$ cat src/rtl/lfsr_pkg.sv
// Shared definitions for the 8-bit LFSR datapath: widths, FSM encoding, standard taps.
package lfsr_pkg;

    localparam int unsigned LFSR_W = 8;
    localparam int unsigned LFSR_D = 3;

    // x^8 + x^6 + x^5 + x^4 + 1, maximal-length for 8 bits
    localparam logic [7:0] TAPS_X8654 = 8'hB8;

    typedef enum logic [1:0] {
        IDLE = 2'd0,
        RUN  = 2'd1,
        WB   = 2'd2
    } state_e;

endpackage

$ cat src/rtl/lfsr_step_unit_next.sv
// One Fibonacci LFSR step: shift left, feedback is the parity of the tapped bits.
module lfsr_next #(
    parameter int unsigned W = 8
) (
    input  logic [W-1:0] state,
    input  logic [W-1:0] taps,
    output logic [W-1:0] nxt_c
);

    assign nxt_c = {state[W-2:0], ^(state & taps)};

endmodule

$ cat src/rtl/lfsr_step_unit.sv
// Multi-cycle LFSR execution unit: advances a latched seed N steps and issues a
// single-cycle register-file write-back of the result with its parity.
module lfsr_step_unit
    import lfsr_pkg::*;
#(
    parameter int unsigned W = LFSR_W,
    parameter int unsigned D = LFSR_D
) (
    input  logic         Clk,
    input  logic         Reset,
    input  logic         Start,
    input  logic         Abort,
    input  logic [W-1:0] Seed,
    input  logic [W-1:0] Taps,
    input  logic [W-1:0] Steps,
    input  logic [D-1:0] DstAddr,
    output logic         Busy,
    output logic         Done,
    output logic         WriteEn,
    output logic [D-1:0] Waddr,
    output logic [W-1:0] DataOut,
    output logic         ParityFlg
);

    state_e       state_q,  state_d;
    logic [W-1:0] lfsr_q,   lfsr_d;
    logic [W-1:0] taps_q,   taps_d;
    logic [W-1:0] cnt_q,    cnt_d;
    logic [D-1:0] dst_q,    dst_d;
    logic [D-1:0] waddr_q,  waddr_d;
    logic [W-1:0] data_q,   data_d;
    logic         par_q,    par_d;
    logic         we_q,     we_d;
    logic         busy_q,   busy_d;
    logic [W-1:0] lfsr_nxt_c;

    lfsr_next #(.W(W)) u_next (
        .state (lfsr_q),
        .taps  (taps_q),
        .nxt_c (lfsr_nxt_c)
    );

    // State and datapath registers
    always_ff @(posedge Clk or negedge Reset) begin
        if (!Reset) begin
            state_q <= IDLE;
            lfsr_q  <= '0;
            taps_q  <= '0;
            cnt_q   <= '0;
            dst_q   <= '0;
            waddr_q <= '0;
            data_q  <= '0;
            par_q   <= 1'b0;
            we_q    <= 1'b0;
            busy_q  <= 1'b0;
        end else begin
            state_q <= state_d;
            lfsr_q  <= lfsr_d;
            taps_q  <= taps_d;
            cnt_q   <= cnt_d;
            dst_q   <= dst_d;
            waddr_q <= waddr_d;
            data_q  <= data_d;
            par_q   <= par_d;
            we_q    <= we_d;
            busy_q  <= busy_d;
        end
    end

    // Next-state and output decode; result registers load only on entry to WB
    always_comb begin
        state_d = state_q;
        lfsr_d  = lfsr_q;
        taps_d  = taps_q;
        cnt_d   = cnt_q;
        dst_d   = dst_q;
        waddr_d = waddr_q;
        data_d  = data_q;
        par_d   = par_q;
        we_d    = 1'b0;

        case (state_q)
            IDLE: begin
                if (Start && !Abort) begin
                    lfsr_d = Seed;
                    taps_d = Taps;
                    dst_d  = DstAddr;
                    cnt_d  = Steps;
                    if (Steps == '0) begin
                        state_d = WB;
                        data_d  = Seed;
                        par_d   = ^Seed;
                        waddr_d = DstAddr;
                        we_d    = 1'b1;
                    end else begin
                        state_d = RUN;
                    end
                end
            end
            RUN: begin
                if (Abort) begin
                    state_d = IDLE;
                end else begin
                    lfsr_d = lfsr_nxt_c;
                    cnt_d  = cnt_q - W'(1);
                    if (cnt_q == W'(1)) begin
                        state_d = WB;
                        data_d  = lfsr_nxt_c;
                        par_d   = ^lfsr_nxt_c;
                        waddr_d = dst_q;
                        we_d    = 1'b1;
                    end
                end
            end
            WB: begin
                state_d = IDLE;
            end
            default: begin
                state_d = IDLE;
            end
        endcase

        busy_d = (state_d != IDLE);
    end

    assign Busy      = busy_q;
    assign Done      = we_q;
    assign WriteEn   = we_q;
    assign Waddr     = waddr_q;
    assign DataOut   = data_q;
    assign ParityFlg = par_q;

endmodule

$ cat config.mk
export PLATFORM = sky130hd
export DESIGN_NAME = lfsr_step_unit
export DESIGN_NICKNAME = d
export VERILOG_FILES = /design/src/rtl/lfsr_pkg.sv /design/src/rtl/lfsr_step_unit_next.sv /design/src/rtl/lfsr_step_unit.sv
export SDC_FILE = /design/constraint.sdc
export NUM_CORES = 1
export LEC_CHECK = 0
export BUFFER_PORTS_ARGS = -buffer_cell sky130_fd_sc_hd__buf_2
export CORE_UTILIZATION = 45
export CTS_BUF_LIST = sky130_fd_sc_hd__clkbuf_16
export CTS_CLUSTER_DIAMETER = 100
export DETAILED_ROUTE_END_ITERATION = 12
export PLACE_DENSITY_LB_ADDON = 0.3
export SYNTH_ARGS = -nofsm -noshare
export SYNTH_HDL_FRONTEND = slang
export SYNTH_SLANG_ARGS = --single-unit
$ cat constraint.sdc
create_clock -name Clk -period 4.3 [get_ports Clk]
set_input_delay 0.43 -clock Clk [delete_from_list [all_inputs] [get_ports Clk]]
set_output_delay 0.43 -clock Clk [all_outputs]
set_load 0.01 [all_outputs]
Word-level counts from Yosys, hierarchy flattened

Index checks and enable logic that the tools add are counted.
W data, S select, Z words.

Latch bits: 0
Logic and storage cells: 61
Bits in writable memories: 0
Bits of input ports: 31
Register bits: 43
ROM bits: 0
Memories: 0
Output and inout bits: 15

$lt $le $gt $ge: 0
Mux-type cells: 31
Equal/unequal tests: 6
Div/mod/pow operators: 0
Reductions and logical operators: 12
$mul: 0
Shift-type cells: 0
Bitwise operators: 1
$add $sub $neg: 1

Operators with widths:

| cell                  | number |
|---|---|
| $mux W8               | 8 |
| $pmux W8 S2           | 3 |
| $reduce_xor A8 Y1     | 3 |
| $mux W3               | 4 |
| $and A8 B8 Y8         | 1 |
| $eq A8 B1 Y1 const B  | 1 |
| $logic_not A8 Y1      | 1 |
| $mux W1               | 8 |
| $mux W2               | 4 |
| $ne A2 B2 Y1 const B  | 4 |
| $sub A8 B1 Y8 const B | 1 |
| $pmux W3 S2           | 1 |
| $reduce_and A5 Y1     | 1 |
| $pmux W1 S2           | 2 |
| $pmux W2 S2           | 1 |
| $reduce_bool A2 Y1    | 2 |
| $reduce_and A3 Y1     | 1 |
| $eq A2 B1 Y1 const B  | 1 |
| $logic_not A2 Y1      | 1 |
| $reduce_and A2 Y1     | 1 |
| $logic_and A1 B1 Y1   | 1 |
| $logic_not A1 Y1      | 1 |

Depth between registers and ports, before layout

Depth after elaboration: 6
Gate-level depth with buffers: 8
Mapped depth without buffers: 7

Hierarchy

Synthesis repeated with hierarchy kept, for this count alone.

Cell total of the unflattened synthesis: 236
Area, all modules: 2348.5 um^2

By module, submodules not included:

| module         | instances | area each (um^2) | sequential area each (um^2) | cells each |
|---|---|---|---|---|
| lfsr_step_unit | 1         | 2204.6           | 1076.0                      | 214 |
| lfsr_next      | 1         | 143.9            | 0.0                         | 22 |

Worst setup path after synthesis

OpenSTA, ideal clock, no wires.

Path kind: register to register
Start point: register cnt_q[3]
End point: register waddr_q[1] (netlist: Waddr[1])
Period minus slack after synthesis: 1.790 ns
Arrival time: 1.710 ns
Slack: 2.510 ns
Required time: 4.220 ns
Library setup time: 0.080 ns
Cell stages (with the launch flop): 8
Path buffers: 1
Cells stage by stage: dfrtp_1 or4_4 nor4b_4 nand2_2 o21ai_4 buf_6 nor2_2 a31oi_4

Word-level cells in the longest chain between the ends: 3

RTL lines:

| element                     | line                  | RTL |
|---|---|---|
| from (decl)                 | lfsr_step_unit.sv:28  | `logic [W-1:0] cnt_q, cnt_d;` |
| from (signal assigned)      | lfsr_step_unit.sv:60  | `cnt_q <= cnt_d;` |
| $eq A8 B1 Y1                | lfsr_step_unit.sv:106 | `if (cnt_q == W'(1)) begin` |
| $ne A2 B2 Y1 (no line)      | -                     |  |
| $reduce_and A5 Y1 (no line) | -                     |  |
| to (signal assigned)        | lfsr_step_unit.sv:62  | `waddr_q <= waddr_d;` |
| to (decl)                   | lfsr_step_unit.sv:30  | `logic [D-1:0] waddr_q, waddr_d;` |

No other way between the ends.
A chain may end at the register's enable or synchronous reset.

Worst setup path after layout

Start point: register state_q[0]
End point: register par_q (netlist: ParityFlg)

Word-level cells in the longest chain between the ends: 3
Elaborated cells between the ends (all ways): 9
Those cells by class: eq/ne (5); mux (1); reduce/logical (3)

RTL lines:

| element                                                             | line                 | RTL |
|---|---|---|
| from (decl)                                                         | lfsr_step_unit.sv:25 | `state_e state_q, state_d;` |
| from (signal assigned)                                              | lfsr_step_unit.sv:57 | `state_q <= state_d;` |
| $eq A2 B1 Y1 / $logic_not A2 Y1 (equally long branches)             | lfsr_step_unit.sv:82 | `case (state_q)` |
| $ne A2 B2 Y1 (no line) / $reduce_bool A2 Y1 (equally long branches) | -                    |  |
| $reduce_and A5 Y1 (no line)                                         | -                    |  |
| to (signal assigned)                                                | lfsr_step_unit.sv:64 | `par_q <= par_d;` |
| to (decl)                                                           | lfsr_step_unit.sv:32 | `logic par_q, par_d;` |

Parallel ways exist; a longest one is shown, timed or not.

==> flow_summary.json <==
{
  "status": "finished clean",
  "crit_buf_inv": 0,
  "end_kind": "register",
  "clock-sinks": 43,
  "peakVddDrop_uv": 212.5,
  "leakage_nw": 1.243,
  "fillers": 453,
  "coreArea_sq_um": 4755,
  "grt_start_max_net_pins": 44,
  "fin_util": 0.5553,
  "netSwitchingPower_w": 0.0005618,
  "io_buffers": 45,
  "path_clk_slew_ns": 0.06,
  "synth_ff_type": "dfrtp_1",
  "finalWirelength_um": 4561,
  "ys_seq_elements": 43,
  "drc": 0,
  "synth_edf_count": 0,
  "finalPower_w": 0.001606,
  "drv_cap": 0,
  "comb_power_share": 0.373,
  "syn2layout_area_growth_pct": 17.35,
  "worst_pin_slew_ns": 1.027,
  "rrSetupSlack_ns": 1.81,
  "cts_buffers": 5,
  "cts_tree": "built",
  "cts_root_buf": "clkbuf_16",
  "die_y_um": 72.71,
  "critical_path.max_fanout": 25,
  "first_iter_violations": 88,
  "synth_fp_nets": 273,
  "avgRoutedWirePerCell_um": 13.11,
  "r2r-end": "ParityFlg",
  "slew-limit-headroom": 0.3123,
  "grt_setup_unrepaired": "false",
  "cp.arrival_ns": 2.66,
  "swShare": 0.3498,
  "syn_area_per_cell_sq_um": 9.374,
  "post-cts-setup-buffers": 0,
  "grt_pass1_vias": 1665,
  "mostFrequentLayoutCell": "nand2_1",
  "drt_first_pass_iters": 4,
  "internal_power_w": 0.001044,
  "skew_ns": 0.007002,
  "fmax_mhz": 401.7,
  "initial_core_util": 0.4732,
  "ios": 46,
  "cts_hold_buf": 0,
  "crit_path_max_incr_delay_ns": 0.89,
  "start_kind": "register",
  "cts_resized": 0,
  "worstReg2RegStart": "state_q[0]",
  "async_flop_share": 1.000,
  "fin_nets": 313,
  "fin_setup_tns_ns": 0,
  "synth-seq-area-share": 0.4783,
  "rows": 25,
  "grt_pass1_wl_um": 7783,
  "postRouteAntennaNets": 0,
  "place.gp.congestion": 0.8174,
  "crit_type": "register to register",
  "yosysUniqueCellTypes": 41,
  "p_per_area_nw_per_um2": 608.4,
  "drive_gt1_frac": 0.2313,
  "post-route-period-util": 0.5789,
  "syn-instance-count": 240,
  "period_needed_ns": 2.489,
  "cpMaxStageDelayCell": "or4b_1",
  "antenna_found_initial": 0,
  "dr_total_vias": 1723,
  "clkPwrFrac": 0.220,
  "setup_viol": 0,
  "grt.overflow.total": 0,
  "viasPerCell": 4.951,
  "final_cell_mix": "nand2_1, buf_2, dfrtp_1, nor2_1, xnor2_1",
  "dp_hpwl_um": 3200,
  "die_area_sq_um": 5286,
  "seqPwrFrac": 0.407,
  "ys_warn_count": 0,
  "dieWidth_um": 72.71,
  "grt_usage": 0.1956,
  "cts.path.max_buffers": 2,
  "path_cells": "or4b_1 -> o21ai_4 -> o21ai_1 -> o22a_1",
  "n_antenna_cell": 0,
  "clkLatencyLatePin_ns": 0.28,
  "r2r_cells": 4,
  "htreeDepth": 2,
  "crit_family": "compound AO/OA/AOI/OAI gates",
  "critical_path_required_ns": 4.47,
  "timing_hold_violations_final": 0,
  "netlist_area_sq_um": 2250,
  "min-delay-path-class": "primary input to async pin",
  "drv_slew": 0
}
[worst reg2reg max path: cells and delay by family (launching register included)]
| family | cells | cell delay, ns |
|---|---|---|
| and+or+nand+nor | 1 | 0.89 |
| AOI/OAI and AO/OA | 3 | 1.07 |
| DFF | 1 | 0.42 |
[power by group through the flow]
stage | clock [W] | combinational (W) | sequential (W)
final | 0.000354 | 0.000599 | 0.000654
after CTS | 0.000360 | 0.000605 | 0.000654
after global routing | 0.000375 | 0.000677 | 0.000671
after floorplan | 0 | 0.000445 | 0.000656
after detailed placement | 0 | 0.000602 | 0.000659
after global placement | 0 | 0.000591 | 0.000655
[metal layers]
metal,GRT usage,vias up,share of wire
met5,0,-,0
met1,0.2654,788,0.49
li1,-,887,-
met3,0.04558,9,0.042
met4,0.07190,0,0.016
met2,0.3063,39,0.45
[cells in the mapped netlist (2+ instances only)]
| cell | count | area share |
|---|---|---|
| ha_1 | 2 | 0.011 |
| a21oi_2 | 7 | 0.027 |
| xor2_1 | 5 | 0.019 |
| o22ai_1 | 3 | 0.0083 |
| nand2b_1 | 2 | 0.0056 |
| mux2i_1 | 9 | 0.040 |
| nor4_1 | 4 | 0.011 |
| clkbuf_1 | 6 | 0.010 |
| o21ai_0 | 10 | 0.022 |
| nor2_1 | 26 | 0.043 |
| nand3_1 | 2 | 0.0044 |
| a21oi_1 | 9 | 0.020 |
| buf_6 | 2 | 0.010 |
| a31oi_1 | 5 | 0.014 |
| xnor2_1 | 15 | 0.058 |
| buf_2 | 3 | 0.0067 |
| inv_1 | 4 | 0.0067 |
| nand2_1 | 61 | 0.10 |
| dfrtp_1 | 43 | 0.48 |
[flip-flops by register name, indices dropped and copies added (netlist names), 2 cells and up]
register and count:
taps_q 8, DataOut 8, Waddr 3, dst_q 3, cnt_q 8, lfsr_q 8
state_q 2
[final cells by class]
class,instances,area (sq um),share of cell area
inverters,4,15.01,0.005687
repair buffers,46,232.7,0.08815
clock inverters,3,11.26,0.004265
multi-input cells,180,1096,0.4152
clock buffers,5,125.1,0.04739
well taps,67,83.83,0.03175
flip-flops and latches,43,1076,0.4076
[how the worst max path moves through the flow]
stage,start,endpoint,cells after the start
after detailed placement,Abort,DataOut[0],5
after floorplan,cnt_q[3],Waddr[1],7
after global routing,state_q[0],ParityFlg,4
after CTS,state_q[0],DataOut[0],4
after global placement,Abort,ParityFlg,5
final,state_q[0],ParityFlg,4
[stage by stage]
step	hold WS, ns	instances	area, sq um	setup WS, ns
after floorplan	0.1344	240	2250	2.510
after global placement	0.4585	340	2504	1.708
after detailed placement	0.4658	340	2504	1.626
after CTS	0.3260	348	2640	1.753
after global routing	0.3576	348	2640	1.667
final	0.2927	348	2640	1.811
[cell families after synthesis]
| logic type | count (synthesis) | synth area share |
|---|---|---|
| adder cells (fa/ha/maj) | 2 | 0.01112 |
| flip-flops | 43 | 0.4783 |
| AO/OA/AOI/OAI | 44 | 0.1379 |
| multiplexers | 9 | 0.04005 |
| AND/OR/NAND/NOR | 104 | 0.2063 |
| buffers and inverters | 17 | 0.03837 |
| XOR/XNOR | 21 | 0.08788 |
(Power assumes the default switching activity.)
